<file path="src/rtl/pre_if_stage_pkg.sv">
// Shared widths, reset PC, branch bus layout and pre-IF state encoding.
// Imported by pre_if_stage (mycpu.h equivalents).
package pre_if_stage_pkg;

   localparam logic [31:0] RESET_PC = 32'h1c000000;
   localparam int PFS_TO_FS_BUS_WD = 65;
   localparam int BR_BUS_WD = 35;

   typedef enum logic [1:0] {
      ST_REQ  = 2'd0,
      ST_WAIT = 2'd1,
      ST_DONE = 2'd2,
      ST_DROP = 2'd3
   } pfs_state_e;

   typedef struct packed {
      logic        taken;
      logic        taken_cancel;
      logic        stall;
      logic [31:0] target;
   } br_bus_t;

endpackage

</file>
<file path="src/rtl/pre_if_stage.sv">
// Pre-IF stage: fetch PC generation, inst SRAM request channel, response
// buffering and redirect handling; hands {inst_valid, inst, pc} to IF.
// Ports: clk/reset, IF handshake (fs_allowin, fs_block), br_bus from ID,
// WB flushes (wb_exc/wb_ertn + ex_entry/ertn_pc), pfs_to_fs_valid/bus,
// inst SRAM req/wr/size/addr/wstrb/wdata, addr_ok/data_ok/rdata.
module pre_if_stage
   import pre_if_stage_pkg::*;
#(
   parameter logic [31:0] RESET_PC_P = RESET_PC
) (
   input  logic                        clk,
   input  logic                        reset,
   input  logic                        fs_allowin,
   input  logic                        fs_block,
   input  logic [BR_BUS_WD-1:0]        br_bus,
   input  logic                        wb_exc,
   input  logic                        wb_ertn,
   input  logic [31:0]                 ex_entry,
   input  logic [31:0]                 ertn_pc,
   output logic                        pfs_to_fs_valid,
   output logic [PFS_TO_FS_BUS_WD-1:0] pfs_to_fs_bus,
   output logic                        inst_sram_req,
   output logic                        inst_sram_wr,
   output logic [1:0]                  inst_sram_size,
   output logic [31:0]                 inst_sram_addr,
   output logic [3:0]                  inst_sram_wstrb,
   output logic [31:0]                 inst_sram_wdata,
   input  logic                        inst_sram_addr_ok,
   input  logic                        inst_sram_data_ok,
   input  logic [31:0]                 inst_sram_rdata
);

   pfs_state_e  state_q, state_d;
   logic [31:0] pc_q, pc_d;
   logic [31:0] inst_buf_q, inst_buf_d;
   logic        pfs_valid_q;

   br_bus_t     br;
   logic        unused_br_cancel;
   logic        redirect;
   logic [31:0] redirect_pc;
   logic        own_data;
   logic        hs;
   logic        xfer;
   logic        ready_go;
   logic        inst_valid;
   logic [31:0] inst;

   assign br = br_bus_t'(br_bus);
   assign unused_br_cancel = br.taken_cancel;

   assign redirect = wb_exc | wb_ertn | (br.taken & ~br.stall);
   assign redirect_pc = wb_exc  ? ex_entry :
                        wb_ertn ? ertn_pc  :
                                  br.target;

   // Only a data_ok that arrives while IF is not waiting belongs here.
   assign own_data = inst_sram_data_ok & fs_block;
   assign hs       = inst_sram_req & inst_sram_addr_ok;
   assign xfer     = pfs_to_fs_valid & fs_allowin;

   always_comb begin
      ready_go      = 1'b0;
      inst_sram_req = 1'b0;
      unique case (state_q)
         ST_REQ: begin
            inst_sram_req = ~reset & pfs_valid_q & ~br.stall & ~redirect;
            ready_go      = hs;
         end
         ST_WAIT: ready_go = 1'b1;
         ST_DONE: ready_go = 1'b1;
         ST_DROP: ready_go = 1'b0;
         default: ready_go = 1'b0;
      endcase
   end

   assign pfs_to_fs_valid = ~reset & pfs_valid_q & ready_go & ~redirect;

   assign inst_valid = (state_q == ST_DONE) |
                       ((state_q == ST_WAIT) & own_data);
   assign inst       = (state_q == ST_DONE) ? inst_buf_q : inst_sram_rdata;

   assign pfs_to_fs_bus = {inst_valid, inst, pc_q};

   assign inst_sram_wr    = 1'b0;
   assign inst_sram_size  = 2'b10;
   assign inst_sram_addr  = pc_q;
   assign inst_sram_wstrb = 4'b0000;
   assign inst_sram_wdata = 32'h0;

   always_comb begin
      state_d    = state_q;
      pc_d       = pc_q;
      inst_buf_d = inst_buf_q;
      unique case (state_q)
         ST_REQ: begin
            if (redirect) begin
               pc_d = redirect_pc;
            end else if (hs & xfer) begin
               pc_d = pc_q + 32'd4;
            end else if (hs) begin
               state_d = ST_WAIT;
            end
         end
         ST_WAIT: begin
            if (redirect) begin
               pc_d    = redirect_pc;
               // Without our data yet, the stale response must be eaten.
               state_d = own_data ? ST_REQ : ST_DROP;
            end else if (xfer) begin
               pc_d    = pc_q + 32'd4;
               state_d = ST_REQ;
            end else if (own_data) begin
               inst_buf_d = inst_sram_rdata;
               state_d    = ST_DONE;
            end
         end
         ST_DONE: begin
            if (redirect) begin
               pc_d    = redirect_pc;
               state_d = ST_REQ;
            end else if (xfer) begin
               pc_d    = pc_q + 32'd4;
               state_d = ST_REQ;
            end
         end
         ST_DROP: begin
            if (redirect) begin
               pc_d = redirect_pc;
            end
            if (own_data) begin
               state_d = ST_REQ;
            end
         end
         default: state_d = ST_REQ;
      endcase
   end

   always_ff @(posedge clk) begin
      if (reset) begin
         state_q     <= ST_REQ;
         pc_q        <= RESET_PC_P;
         inst_buf_q  <= 32'h0;
         pfs_valid_q <= 1'b0;
      end else begin
         state_q     <= state_d;
         pc_q        <= pc_d;
         inst_buf_q  <= inst_buf_d;
         pfs_valid_q <= 1'b1;
      end
   end

endmodule

</file>
<file path="config.mk">
export PLATFORM = sky130hd
export DESIGN_NAME = pre_if_stage
export DESIGN_NICKNAME = d
export VERILOG_FILES = /design/src/rtl/pre_if_stage_pkg.sv /design/src/rtl/pre_if_stage.sv
export SDC_FILE = /design/constraint.sdc
export NUM_CORES = 1
export LEC_CHECK = 0
export CORE_ASPECT_RATIO = 0.8
export CORE_MARGIN = 3
export CORE_UTILIZATION = 40
export DETAILED_ROUTE_END_ITERATION = 6
export HOLD_SLACK_MARGIN = 0.05
export PLACE_DENSITY_LB_ADDON = 0.15
export SYNTH_ARGS = -nofsm -noshare
export SYNTH_HDL_FRONTEND = slang
export SYNTH_SLANG_ARGS = --single-unit
export TNS_END_PERCENT = 30
</file>
<file path="constraint.sdc">
create_clock -name clk -period 6.6 [get_ports clk]
set_input_delay 0.66 -clock clk [delete_from_list [all_inputs] [get_ports clk]]
set_output_delay 0.66 -clock clk [all_outputs]
set_load 0.1 [all_outputs]
</file>
### Word-level counts from Yosys, hierarchy flattened

Index checks and enable logic that the tools add are counted.

| storage, ports and cells | value |
|---|---|
| register bits after elaboration | 67 |
| logic and storage cells | 63 |

| operators by class | value |
|---|---|
| equality and inequality tests | 12 |
| bitwise gates (word level) | 18 |
| reductions and logical operators | 5 |
| multiplexer cells | 23 |
| add/sub/neg operators | 1 |

Operators by type and width:

| kind | number |
|---|---|
| $mux W32 | 8 |
| $pmux W32 S3 | 1 |
| $add A32 B3 Y32 const B | 1 |
| $mux W2 | 10 |
| $and A1 B1 Y1 | 11 |
| $ne A2 B2 Y1 const B | 5 |
| $pmux W2 S4 | 1 |
| $ne A3 B3 Y1 const B | 2 |
| $reduce_and A6 Y1 | 1 |
| $eq A2 B2 Y1 const B | 2 |
| $ne A4 B4 Y1 const B | 1 |
| $not A1 Y1 | 4 |
| $reduce_and A4 Y1 | 1 |
| $ne A3 B1 Y1 const B | 1 |
| $or A1 B1 Y1 | 3 |
| $pmux W1 S3 | 1 |
| $reduce_and A3 Y1 | 1 |
| $eq A2 B1 Y1 const B | 1 |
| $logic_not A2 Y1 | 1 |
| $mux W1 | 2 |
| $reduce_or A2 Y1 | 1 |

### Logic depth before layout (Yosys ltp)

| depth | value |
|---|---|
| depth in word-level cells | 15 |
| mapped depth | 9 |
| gate-level depth less buffers | 7 |

### Worst setup path before layout

No wires, ideal clock.

| timing | value |
|---|---|
| path type | input -> output |
| start point | input wb_ertn |
| end point | output inst_sram_req |
| path buffers | 1 |
| data arrival time | 3.130 ns |
| required time | 5.940 ns |
| slack | 2.810 ns |
| stages on the path | 4 |
| path through | buf_2 -> nor2_4 -> nand4_1 -> nor3_1 |

| between the ends | value |
|---|---|
| longest elaborated chain between the ends | 5 |

Ends and longest elaborated chain:

| what | line | text |
|---|---|---|
| start: declaration | pre_if_stage.sv:17 | `input logic wb_ertn,` |
| $or A1 B1 Y1 (2 in a row) | pre_if_stage.sv:52 | `assign redirect = wb_exc \| wb_ertn \| (br.taken & ~br.stall);` |
| $not A1 Y1 (no line) | -- |  |
| $and A1 B1 Y1 | pre_if_stage.sv:67 | `inst_sram_req = ~reset & pfs_valid_q & ~br.stall & ~redirect;` |
| $mux W1 | pre_if_stage.sv:65 | `unique case (state_q)` |
| end: declaration | pre_if_stage.sv:22 | `output logic inst_sram_req,` |

No other way between the ends.

### Worst setup path after layout

| timing | value |
|---|---|
| start point | input wb_exc |
| end point | output inst_sram_req |

| between the ends | value |
|---|---|
| longest elaborated chain between the ends | 5 |

Ends and longest elaborated chain:

| what | line | text |
|---|---|---|
| start: declaration | pre_if_stage.sv:16 | `input logic wb_exc,` |
| $or A1 B1 Y1 (2 in a row) | pre_if_stage.sv:52 |  |
| $not A1 Y1 (no line) | -- |  |
| $and A1 B1 Y1 | pre_if_stage.sv:67 |  |
| $mux W1 | pre_if_stage.sv:65 |  |

No other way between the ends.

==> summary.txt <==
Placed design
  • Port buffer count: 236
  • HPWL Detailed: 12400 µm
  • RD Place Congestion: 0.902

Yosys
  • Mean Syn Cell Area: 7.86 µm²
  • Synth top area cells: dfxtp_1 27%, buf_4 11%, nand2_1 8.2%, mux2_2 7.7%, mux2i_1 6.7%
  • Yosys reg bits: 67
  • Most used DFF post-synth: dfxtp_1
  • Post-Syn Instances: 631
  • Synth Area in Compound Gates: 19.2%
  • Simple-gate area share of the yosys netlist: 22.0%
  • Post-synth EDFFs: 0
  • Largest area contributor in the netlist: dfxtp_1
  • Synth Area in Adders: 1.51%
  • Post-synth ARST share: 0%
  • XOR/XNOR share of the synthesized area: 1.06%
  • Post-synth top area share: 27.0%
  • Mux contribution to synthesized area: 14.4%
  • Yosys cell types: 65
  • Largest family of logic cells by synthesized area: simple AND/OR/NAND/NOR gates
  • Seq/Total Area, Yosys: 27.0%
  • Syn Std Cell Area: 4960 µm²
  • Warnings, synthesis: 0

Setup path
  • Critical path class: input port to output port
  • Critical-path maximum fanout: 27
  • Setup crit end kind: output port
  • Required @ worst endpoint: 5.94 ns
  • Worst setup SP type: input port
  • Critical Path Source: wb_exc
  • Critical Path AT: 3.01 ns
  • RR Startpoint: state_q[0]$_SDFFE_PP0P_

Drt
  • Vias per inst: 5.38
  • Vias: 5180
  • DRT antenna net count: 0
  • DRC viols: 0
  • Drt wl/cell: 17.0 µm
  • Drt initial violations: 413
  • Wirelength, routed: 16400 µm
  • Drt pass-1 iters: 5

Min path
  • Hold_sp: inst_buf_q[7]$_SDFFE_PP0P_
  • HP Class: register to register

Job
  • Number of max-cap violations: 0

Layout
  • Layout cells sized above 1: 8.97%
  • Antenna cells: 0
  • Commonest non-fill, non-tap cell in the layout: clkdlybuf4s50_1
  • # fillers: 1053
  • Commonest cells after routing, fill and taps aside: 234 x clkdlybuf4s50_1, 108 x nand2_1, 67 x dfxtp_1, 53 x a21oi_1, 39 x conb_1
  • Final core occ: 61.7%
  • Fin nets: 955
  • Area growth, synth to finish: 47.1%

Power and ir drop
  • Sw Pwr: 785 µW
  • Net Sw Frac: 45.3%
  • Design Power: 1730 µW
  • Peak supply drop: 0.000169 V
  • Reg power frac: 26.5%
  • Pwr Density: 237 nW/µm²
  • Clock network power share: 28.1%
  • Leak: 0.00270 µW
  • Int Power: 947 µW
  • Comb pwr share: 45.4%

STA
  • Tightest Pin Transition: 1.11 ns
  • Min Tclk post-route: 3.67 ns
  • Unrepaired setup endpoints after global routing: no
  • Period Utilization, post-route: 55.6%
  • Slew headroom: 26.2%
  • Pins over their slew limit: 0
  • Final Hold Fails: 0
  • Setup TNS: 0 ns
  • Skew final: 0.00423 ns
  • Fmax: 272 MHz
  • Worst hold slack: 0.450 ns
  • Final setup fails: 0

Die
  • Chip Width: 131 µm
  • Initial core utilization: 42.0%
  • Number of I/O pins: 277
  • Die area: 13800 µm²
  • Die Span Y: 106 µm
  • Core ar.: 11800 µm²
  • Row Count: 35

Global route
  • First-pass GRT wire length: 24800 µm
  • Largest net degree at the start of global routing: 51
  • Initial antenna violation count: 0
  • Gr usage total: 22.3%
  • Overflow after GRT: 0
  • Number of global-route vias before repair: 4845

Clocking
  • Number of post-CTS setup repair buffers: 0
  • H-tree levels: 3
  • Post-cts resize count: 0
  • Clk Latency, worst-skew pair: 0.33 ns
  • CTS tree: done
  • Clock Pin Slew Worst Setup and Hold Paths: 0.05 ns
  • Clock sink count: 67
  • Hold Buf Count CTS: 0
  • Clock tree buffer depth: 2
  • Root Buffer Master: clkbuf_16
  • Num CTS Buffers: 9

Outcome
  • Status: finished, final reports clean
logic make-up after synthesis:
family / after synthesis
AOI/OAI and AO/OA: 140
xor gates and xnor gates: 6
adders and majority gates: 6
buffers and inverters: 120
DFF: 67
muxes: 67
other: 2
and+or+nand+nor: 223
worst max-delay path, stage by stage:
cell             delay (ns)
clkdlybuf4s50_1        0.39
buf_4                  0.23
nor2_4                 0.17
nand4_1                0.17
nor3_1                 0.18
clkdlybuf4s50_1        1.19
power by group through the flow:
stage                     Combinational (µW)  Sequential (µW)  Clock, µW
after floorplan                          496              583          0
after CTS                                785              458        497
final                                    786              458        488
after detailed placement                 783              467          0
after global placement                   779              465          0
after global routing                     814              463        514
cell type report:
| cell class | count | area, µm² | area share, % |
|---|---|---|---|
| well taps | 148 | 185 | 2.54 |
| repair buffers | 243 | 2400 | 32.9 |
| clock buffers | 11 | 253 | 3.46 |
| inverters | 8 | 30.0 | 0.411 |
| clock inverters | 4 | 50.0 | 0.686 |
| flip-flops and latches | 67 | 1340 | 18.4 |
| multi-input cells | 481 | 3040 | 41.6 |
path summary, 6_finish.rpt:
path	end	slack, ns	cells after the start
setup / recovery	inst_sram_req	2.93	6
hold / removal	inst_buf_q[7]$_SDFFE_PP0P_	0.45	2
hold reg to reg	inst_buf_q[7]$_SDFFE_PP0P_	0.45	2
setup reg to reg	inst_buf_q[18]$_SDFFE_PP0P_	4.05	7
flip-flops by register name, summed over array words and instances, names as in the netlist:
name            count
pfs_valid_q         1
inst_sram_addr     32
state_q             2
inst_buf_q         32
cell usage after synthesis, drive strengths merged, types with 14 or more instances:
library cell,number
nand3,23
nand4,14
o211ai,20
nor2,29
clkbuf,29
dfxtp,67
o21ai,15
a21oi,53
mux2i,33
nand2,108
mux2,34
buf,83
per-layer routing:
metal / wire length, µm / vias up / track usage [%]
met5: 0 / - / 0
met4: 257 / 0 / 4.92
met3: 1430 / 17 / 5.57
met2: 7720 / 258 / 36.6
li1: - / 2527 / -
met1: 6970 / 2378 / 29.6
through the flow:
stage / setup slack [ns] / area [µm²] / cells
after floorplan: 2.81 / 5100 / 668
after global placement: 2.94 / 7000 / 947
after detailed placement: 2.96 / 7000 / 947
after CTS: 2.93 / 7300 / 962
after global routing: 2.75 / 7300 / 962
final: 2.93 / 7300 / 962
(Power assumes the default switching activity.)
